--- src/rtl/mux4a1_rr_scheduler_pkg.sv ---
// Shared definitions for the 4-lane round-robin scheduler.
//   NUM_LANES     number of input byte lanes
//   LANE_IDX_W    width of a lane index (sel_out, last_grant)
//   DEFAULT_WIDTH default data width of every lane
//   rr_pick()     first non-empty lane after 'last', wrapping back to 'last'
package mux4a1_rr_scheduler_pkg;

    localparam int NUM_LANES     = 4;
    localparam int LANE_IDX_W    = 2;
    localparam int DEFAULT_WIDTH = 8;

    typedef logic [LANE_IDX_W-1:0] lane_idx_t;

    // Scan order is last+1, last+2, last+3, last+0 (mod NUM_LANES); the
    // previous owner is considered last so every other lane gets a turn first.
    function automatic lane_idx_t rr_pick(input logic [NUM_LANES-1:0] nonempty,
                                          input lane_idx_t            last);
        lane_idx_t pick;
        lane_idx_t cand;
        logic      found;
        pick  = last;
        found = 1'b0;
        for (int k = 1; k <= NUM_LANES; k++) begin
            cand = last + lane_idx_t'(k);
            if (!found && nonempty[cand]) begin
                pick  = cand;
                found = 1'b1;
            end
        end
        return pick;
    endfunction

endpackage

--- src/rtl/mux4a1_rr_scheduler_lane_fifo.sv ---
// lane_fifo: small synchronous FIFO buffering one input lane.
//   clk, reset  rising-edge clock, asynchronous active-high reset
//   push        write data_in (ignored when full)
//   data_in     WIDTH-bit write data
//   pop         drop the head entry (ignored when empty)
//   head        current head entry, valid while count != 0
//   count       occupancy, 0..DEPTH
// Push and pop in the same cycle leave count unchanged. DEPTH must be a
// power of two so the pointers wrap naturally.
module lane_fifo #(
    parameter int WIDTH = 8,
    parameter int DEPTH = 2
) (
    input  logic                       clk,
    input  logic                       reset,
    input  logic                       push,
    input  logic [WIDTH-1:0]           data_in,
    input  logic                       pop,
    output logic [WIDTH-1:0]           head,
    output logic [$clog2(DEPTH+1)-1:0] count
);

    localparam int PW = $clog2(DEPTH);
    localparam int CW = $clog2(DEPTH + 1);
    localparam logic [CW-1:0] DEPTH_C = CW'(DEPTH);

    logic [WIDTH-1:0] mem [DEPTH];
    logic [PW-1:0]    wr_ptr;
    logic [PW-1:0]    rd_ptr;
    logic [CW-1:0]    cnt;
    logic             do_push;
    logic             do_pop;

    assign do_push = push && (cnt != DEPTH_C);
    assign do_pop  = pop && (cnt != '0);

    // NOTE: sequential state uses non-blocking assignments so every register
    // samples the pre-edge value of every other register.
    always_ff @(posedge clk or posedge reset) begin
        if (reset) begin
            wr_ptr <= '0;
            rd_ptr <= '0;
            cnt    <= '0;
        end else begin
            if (do_push) wr_ptr <= wr_ptr + PW'(1);
            if (do_pop)  rd_ptr <= rd_ptr + PW'(1);
            case ({do_push, do_pop})
                2'b10:   cnt <= cnt + CW'(1);
                2'b01:   cnt <= cnt - CW'(1);
                default: cnt <= cnt;
            endcase
        end
    end

    // NOTE: storage has no reset; an entry is only read after it was written,
    // so clearing it would only cost a reset net per bit.
    always_ff @(posedge clk) begin
        if (do_push) mem[wr_ptr] <= data_in;
    end

    assign head  = mem[rd_ptr];
    assign count = cnt;

endmodule

--- src/rtl/mux4a1_rr_scheduler.sv ---
// mux4a1_rr_scheduler: buffers four valid/ready byte lanes and schedules them
// round-robin, with bounded bursts, onto one registered valid/ready output.
//   clk, reset           rising-edge clock, asynchronous active-high reset
//   valid0..3/data_in0..3 lane i offers a beat
//   ready0..3            lane i FIFO has room (forced low during reset)
//   valid_out/data_out   scheduled beat; sel_out names its source lane
//   ready_out            downstream takes the beat when valid_out && ready_out
// ready_i depends only on FIFO occupancy, never on ready_out.
module mux4a1_rr_scheduler
    import mux4a1_rr_scheduler_pkg::*;
#(
    parameter int WIDTH     = DEFAULT_WIDTH,
    parameter int DEPTH     = 2,
    parameter int MAX_BURST = 4
) (
    input  logic                  clk,
    input  logic                  reset,
    input  logic                  valid0,
    input  logic                  valid1,
    input  logic                  valid2,
    input  logic                  valid3,
    input  logic [WIDTH-1:0]      data_in0,
    input  logic [WIDTH-1:0]      data_in1,
    input  logic [WIDTH-1:0]      data_in2,
    input  logic [WIDTH-1:0]      data_in3,
    output logic                  ready0,
    output logic                  ready1,
    output logic                  ready2,
    output logic                  ready3,
    output logic                  valid_out,
    output logic [WIDTH-1:0]      data_out,
    output logic [LANE_IDX_W-1:0] sel_out,
    input  logic                  ready_out
);

    localparam int CW = $clog2(DEPTH + 1);
    localparam int BW = $clog2(MAX_BURST + 1);
    localparam logic [CW-1:0] DEPTH_C     = CW'(DEPTH);
    localparam logic [BW-1:0] MAX_BURST_C = BW'(MAX_BURST);

    logic [NUM_LANES-1:0] lane_valid;
    logic [NUM_LANES-1:0] lane_ready;
    logic [NUM_LANES-1:0] lane_push;
    logic [NUM_LANES-1:0] lane_pop;
    logic [NUM_LANES-1:0] lane_nonempty;
    logic [WIDTH-1:0]     lane_data  [NUM_LANES];
    logic [WIDTH-1:0]     lane_head  [NUM_LANES];
    logic [CW-1:0]        lane_count [NUM_LANES];

    lane_idx_t     last_grant;
    lane_idx_t     grant;
    logic [BW-1:0] burst_cnt;
    logic [BW-1:0] burst_next;
    logic          load;
    logic          regrant;
    logic          grant_empties;

    assign lane_valid   = {valid3, valid2, valid1, valid0};
    assign lane_data[0] = data_in0;
    assign lane_data[1] = data_in1;
    assign lane_data[2] = data_in2;
    assign lane_data[3] = data_in3;
    assign {ready3, ready2, ready1, ready0} = lane_ready;

    for (genvar i = 0; i < NUM_LANES; i++) begin : g_lane
        assign lane_ready[i]    = (lane_count[i] < DEPTH_C) && !reset;
        assign lane_push[i]     = lane_valid[i] && lane_ready[i];
        assign lane_nonempty[i] = (lane_count[i] != '0);

        lane_fifo #(
            .WIDTH (WIDTH),
            .DEPTH (DEPTH)
        ) u_fifo (
            .clk     (clk),
            .reset   (reset),
            .push    (lane_push[i]),
            .data_in (lane_data[i]),
            .pop     (lane_pop[i]),
            .head    (lane_head[i]),
            .count   (lane_count[i])
        );
    end

    // burst_cnt == 0 means no lane currently holds the grant (after reset, or
    // after the granted lane drained), so the next load always rotates.
    // NOTE: every signal written here gets a value on every path (defaults
    // first), otherwise synthesis would infer latches.
    always_comb begin
        lane_pop      = '0;
        load          = (!valid_out || ready_out) && (lane_nonempty != '0);
        regrant       = (burst_cnt != '0) && (burst_cnt < MAX_BURST_C)
                        && lane_nonempty[last_grant];
        grant         = regrant ? last_grant : rr_pick(lane_nonempty, last_grant);
        grant_empties = (lane_count[grant] == CW'(1)) && !lane_push[grant];
        burst_next    = regrant ? burst_cnt + BW'(1) : BW'(1);
        if (grant_empties) burst_next = '0;
        if (load) lane_pop[grant] = 1'b1;
    end

    always_ff @(posedge clk or posedge reset) begin
        if (reset) begin
            valid_out  <= 1'b0;
            data_out   <= '0;
            sel_out    <= '0;
            last_grant <= lane_idx_t'(NUM_LANES - 1);
            burst_cnt  <= '0;
        end else if (load) begin
            valid_out  <= 1'b1;
            data_out   <= lane_head[grant];
            sel_out    <= grant;
            last_grant <= grant;
            burst_cnt  <= burst_next;
        end else if (ready_out) begin
            valid_out  <= 1'b0;
        end
    end

endmodule
--- config.mk ---
export PLATFORM = sky130hd
export DESIGN_NAME = mux4a1_rr_scheduler
export DESIGN_NICKNAME = d
export VERILOG_FILES = /design/src/rtl/mux4a1_rr_scheduler_pkg.sv /design/src/rtl/mux4a1_rr_scheduler_lane_fifo.sv /design/src/rtl/mux4a1_rr_scheduler.sv
export SDC_FILE = /design/constraint.sdc
export NUM_CORES = 1
export LEC_CHECK = 0
export CAP_MARGIN = 20
export CELL_PAD_IN_SITES_DETAIL_PLACEMENT = 1
export CELL_PAD_IN_SITES_GLOBAL_PLACEMENT = 1
export CORE_ASPECT_RATIO = 0.8
export CORE_MARGIN = 8
export CORE_UTILIZATION = 32
export CTS_BUF_LIST = sky130_fd_sc_hd__clkbuf_4
export DETAILED_ROUTE_END_ITERATION = 6
export PLACE_DENSITY = 0.66
export RECOVER_POWER = 100
export SYNTH_ARGS = -nofsm -noshare
export SYNTH_HDL_FRONTEND = slang
export SYNTH_SLANG_ARGS = --single-unit
export TNS_END_PERCENT = 5
--- constraint.sdc ---
create_clock -name clk -period 4.9 [get_ports clk]
set_clock_uncertainty 0.05 [all_clocks]
set_input_delay 0.735 -clock clk [delete_from_list [all_inputs] [get_ports clk]]
set_output_delay 0.735 -clock clk [all_outputs]
set_load 0.005 [all_outputs]
==> metrics.md <==
| Metric | Value |
|---|---|
| Grt ovf | `0` |
| Total core area | `12,820 um2` |
| All-Layer GR Usage | `0.1198` |
| Cell leakage power | `0.001812 uW` |
| CTS Buffer Depth | `2` |
| Vias | `2,644` |
| Hold_sp | `sel_out[0]$_DFFE_PP0P_` |
| Die Height | `118.3 um` |
| Final ANT Viol Nets | `0` |
| Net count after synthesis | `349` |
| Final-report setup violation count | `0` |
| Clk root buf | `clkbuf_4` |
| Layout cell share with drive strength beyond 1 | `0.07242` |
| M2 GR Usage | `0.1950` |
| Power per cell area | `582.1 nW/um2` |
| Setup TNS | `0 ps` |
| Reg2reg start | `last_grant[1]$_DFFE_PP1P_` |
| Min-Delay Path Class | `reg2reg` |
| DRT Wirelength | `9.741 mm` |
| Comb power frac | `0.418` |
| Synthesized flop and latch total | `96` |
| Worst Hold Slack | `440.2 ps` |
| Slew headroom | `0.06002` |
| Initial Util | `0.3265` |
| Die Wd | `143.9 um` |
| DR DRC count | `0` |
| Htree depth | `3` |
| Hold-fix buffers, CTS | `0` |
| Maximum vdd ir drop | `0.1925 mV` |
| Initial antenna violation count | `0` |
| Post-synth ARST share | `0.3333` |
| Tcrit/Tclk final | `0.7870` |
| Largest net degree at the start of global routing | `23` |
| Hpwl dp | `7.367 mm` |
| Sw frac | `0.4068` |
| Critical path required time | `5190 ps` |
| GPL Wtd Cong | `0.8625` |
| GR Util met3 | `0.04304` |
| Post-Syn Area | `4187 um2` |
| EDFF count, synth | `64` |
| Min Tclk post-route | `3856 ps` |
| PortBufs | `53` |
| Syn Inst Count | `304` |
| Final slew viol count | `0` |
| First-pass detailed-route iteration total | `4` |
| Yosys cell types | `49` |
| Clock-pin slew on the worst setup and hold paths | `160 ps` |
| Hold Vio Cnt, Final | `0` |
| Routed WL per cell | `18.24 um` |
| Synth Flop Type | `edfxtp_1` |
| Total clock sinks | `96` |
| Worst Path Class, Setup | `reg2reg` |
| Crit-path max FO | `12` |
| Area delta synth->final | `18.89%` |
| Row count | `37` |
| Mean number of vias per cell | `4.951` |
| Register area share after synthesis | `0.6509` |
| Number of global-route vias before repair | `2,908` |
| Sw Pwr | `1179 uW` |
| Internal Dissipation | `1719 uW` |
| Clock latency on the worst-skew pair | `450 ps` |
| TritonCTS clock tree | `done` |
| Achievable frequency | `259.3 MHz` |
| PostCTS Resize Cnt | `0` |
| Die area | `17,020 um2` |
| Launch point of the worst path | `last_grant[1]$_DFFE_PP1P_` |
| Outcome | `completed` |
| Reg power frac | `0.448` |
| Most Used Layer, Global Route | `met2` |
| Unrepaired setup endpoints after global routing | `no` |
| Antenna cells | `0` |
| Startpoint Class | `flip-flop` |
| Slew @ Worst Pin | `1395 ps` |
| Crit path arrival time | `4140 ps` |
| Cts bufs inserted | `9` |
| Max-cap violations | `0` |
| Nets | `399` |
| Syn Area/Cell | `13.77 um2` |
| First-pass GRT wire length | `15.66 mm` |
| Clk network pwr share | `0.134` |
| Post-CTS setup buffer count | `0` |
| Number of warning messages in the yosys log | `0` |
| CP endpoint kind | `flip-flop` |
| Top Ports | `54` |
| DRT iter0 DRCs | `136` |
| Routing usage on met1 | `0.1511` |
cells in the final DEF, fill, tap and decap left out, types with 2 or more instances in the layout:
cell             count
a211oi_1             8
a21oi_1              5
a22o_1               3
a31oi_1              6
and3_1               6
and3b_1              4
buf_4                2
clkbuf_4             9
clkdlybuf4s50_1      5
clkinv_4             2
dfrtp_1             30
dfstp_2              2
dlygate4sd3_1       48
edfxtp_1            64
ha_1                 6
inv_1                4
mux2_2               3
mux2i_1             25
nand2_1             11
nand2b_1             2
nor2_1              28
nor2b_1              5
nor3_1               6
nor4_1               2
o21a_1               5
o21ai_0             10
o21ai_1              3
o22ai_1              5
o32a_1               6
xnor2_1             12
xor2_1               8
routing by layer:
layer / wire [um] / part of all wire
met5: 0 / 0
met1: 4381 / 0.45
met3: 430 / 0.044
met2: 4842 / 0.50
met4: 86 / 0.0088
registers in the layout, indices dropped and copies added, names as in the netlist:
signal and count:
burst_cnt 3, data_out 8, g_lane.u_fifo.count 8, g_lane.u_fifo.mem 64
g_lane.u_fifo.rd_ptr 4, g_lane.u_fifo.wr_ptr 4, last_grant 2, sel_out 2
valid_out 1
kinds of logic (layout without fill, tap and decap cells):
kind of cell             Yosys count  in the layout  synth area share
buffers and inverters             21             76           0.02301
AO/OA/AOI/OAI                     61             61            0.1052
AND/OR/NAND/NOR                   71             71           0.08787
adder cells (fa/ha/maj)            6              6           0.01793
flip-flops                        96             96            0.6509
XOR/XNOR                          20             20           0.04184
multiplexers                      29             29           0.07322
final cells by class:
| cell class | instances | area, um2 |
|---|---|---|
| Fill cell | 1364 | 7846 |
| Inverter | 4 | 15.01 |
| Tap cell | 175 | 219.0 |
| Timing Repair Buffer | 56 | 549.3 |
| Multi-Input combinational cell | 187 | 1348 |
| Clock inverter | 7 | 53.80 |
| Clock buffer | 9 | 67.56 |
| Sequential cell | 96 | 2725 |
cells in the mapped netlist (2+ instances only):
cell type	instances	area, um2
a31oi_1	6	37.54
nor4_1	2	12.51
o22ai_1	5	31.28
a22o_1	3	26.28
inv_1	4	15.01
nand2_1	11	41.29
o32a_1	6	60.06
mux2_2	3	33.78
o21ai_0	6	30.03
o21ai_1	7	35.03
and3b_1	4	35.03
edfxtp_1	64	1922
nand2b_1	2	12.51
ha_1	6	75.07
dfstp_2	2	52.55
dfrtp_1	30	750.7
mux2i_1	25	250.2
a211oi_1	8	60.06
nor3_1	5	25.02
buf_2	2	10.01
o21a_1	5	37.54
nor2b_1	5	31.28
and3_1	6	37.54
nor2_1	28	105.1
xor2_1	8	70.07
buf_6	2	22.52
xnor2_1	12	105.1
buf_1	4	15.01
clkbuf_1	9	33.78
a21oi_1	5	25.02
final timing paths:
path,end,slack (ps),cells past startpoint
min,sel_out[0]$_DFFE_PP0P_,440,2
max in group asynchronous,sel_out[0]$_DFFE_PP0P_,2450,3
min in group asynchronous,g_lane[0].u_fifo.count[0]$_DFFE_PP0P_,800,2
max reg2reg,g_lane[1].u_fifo.count[1]$_DFFE_PP0P_,1040,9
min reg2reg,sel_out[0]$_DFFE_PP0P_,440,2
max,g_lane[1].u_fifo.count[1]$_DFFE_PP0P_,1040,9
critical path, cell delays in order (launching register included):
cell     delay [ps]
dfstp_2         650
or4b_1          460
o211a_2         170
o21ai_0        1090
o21ai_1         460
nor3_2          310
ha_1            220
xnor2_1         130
nor2_1           70
xor2_1          130
metrics by stage:
step	cells	util	power [uW]	area (um2)	setup WS, ps
3_5_place_dp	518	0.3803	2594	4877	1522
6_report	534	0.3881	2897	4977	1044
2_1_floorplan	304	-	2164	4187	1782
4_1_cts	534	0.3898	2991	4999	1425
3_3_place_gp	518	0.3803	2555	4877	1656
5_1_grt	534	0.3881	3099	4977	672.9
power by group through the flow:
stage / sequential (uW) / clock [uW] / combinational, uW
final: 1300 / 387 / 1210
after global routing: 1330 / 433 / 1330
after CTS: 1300 / 401 / 1290
after detailed placement: 1320 / 0 / 1270
after global placement: 1310 / 0 / 1240
after floorplan: 1170 / 0 / 997
Power figures use the tool's default switching activity.
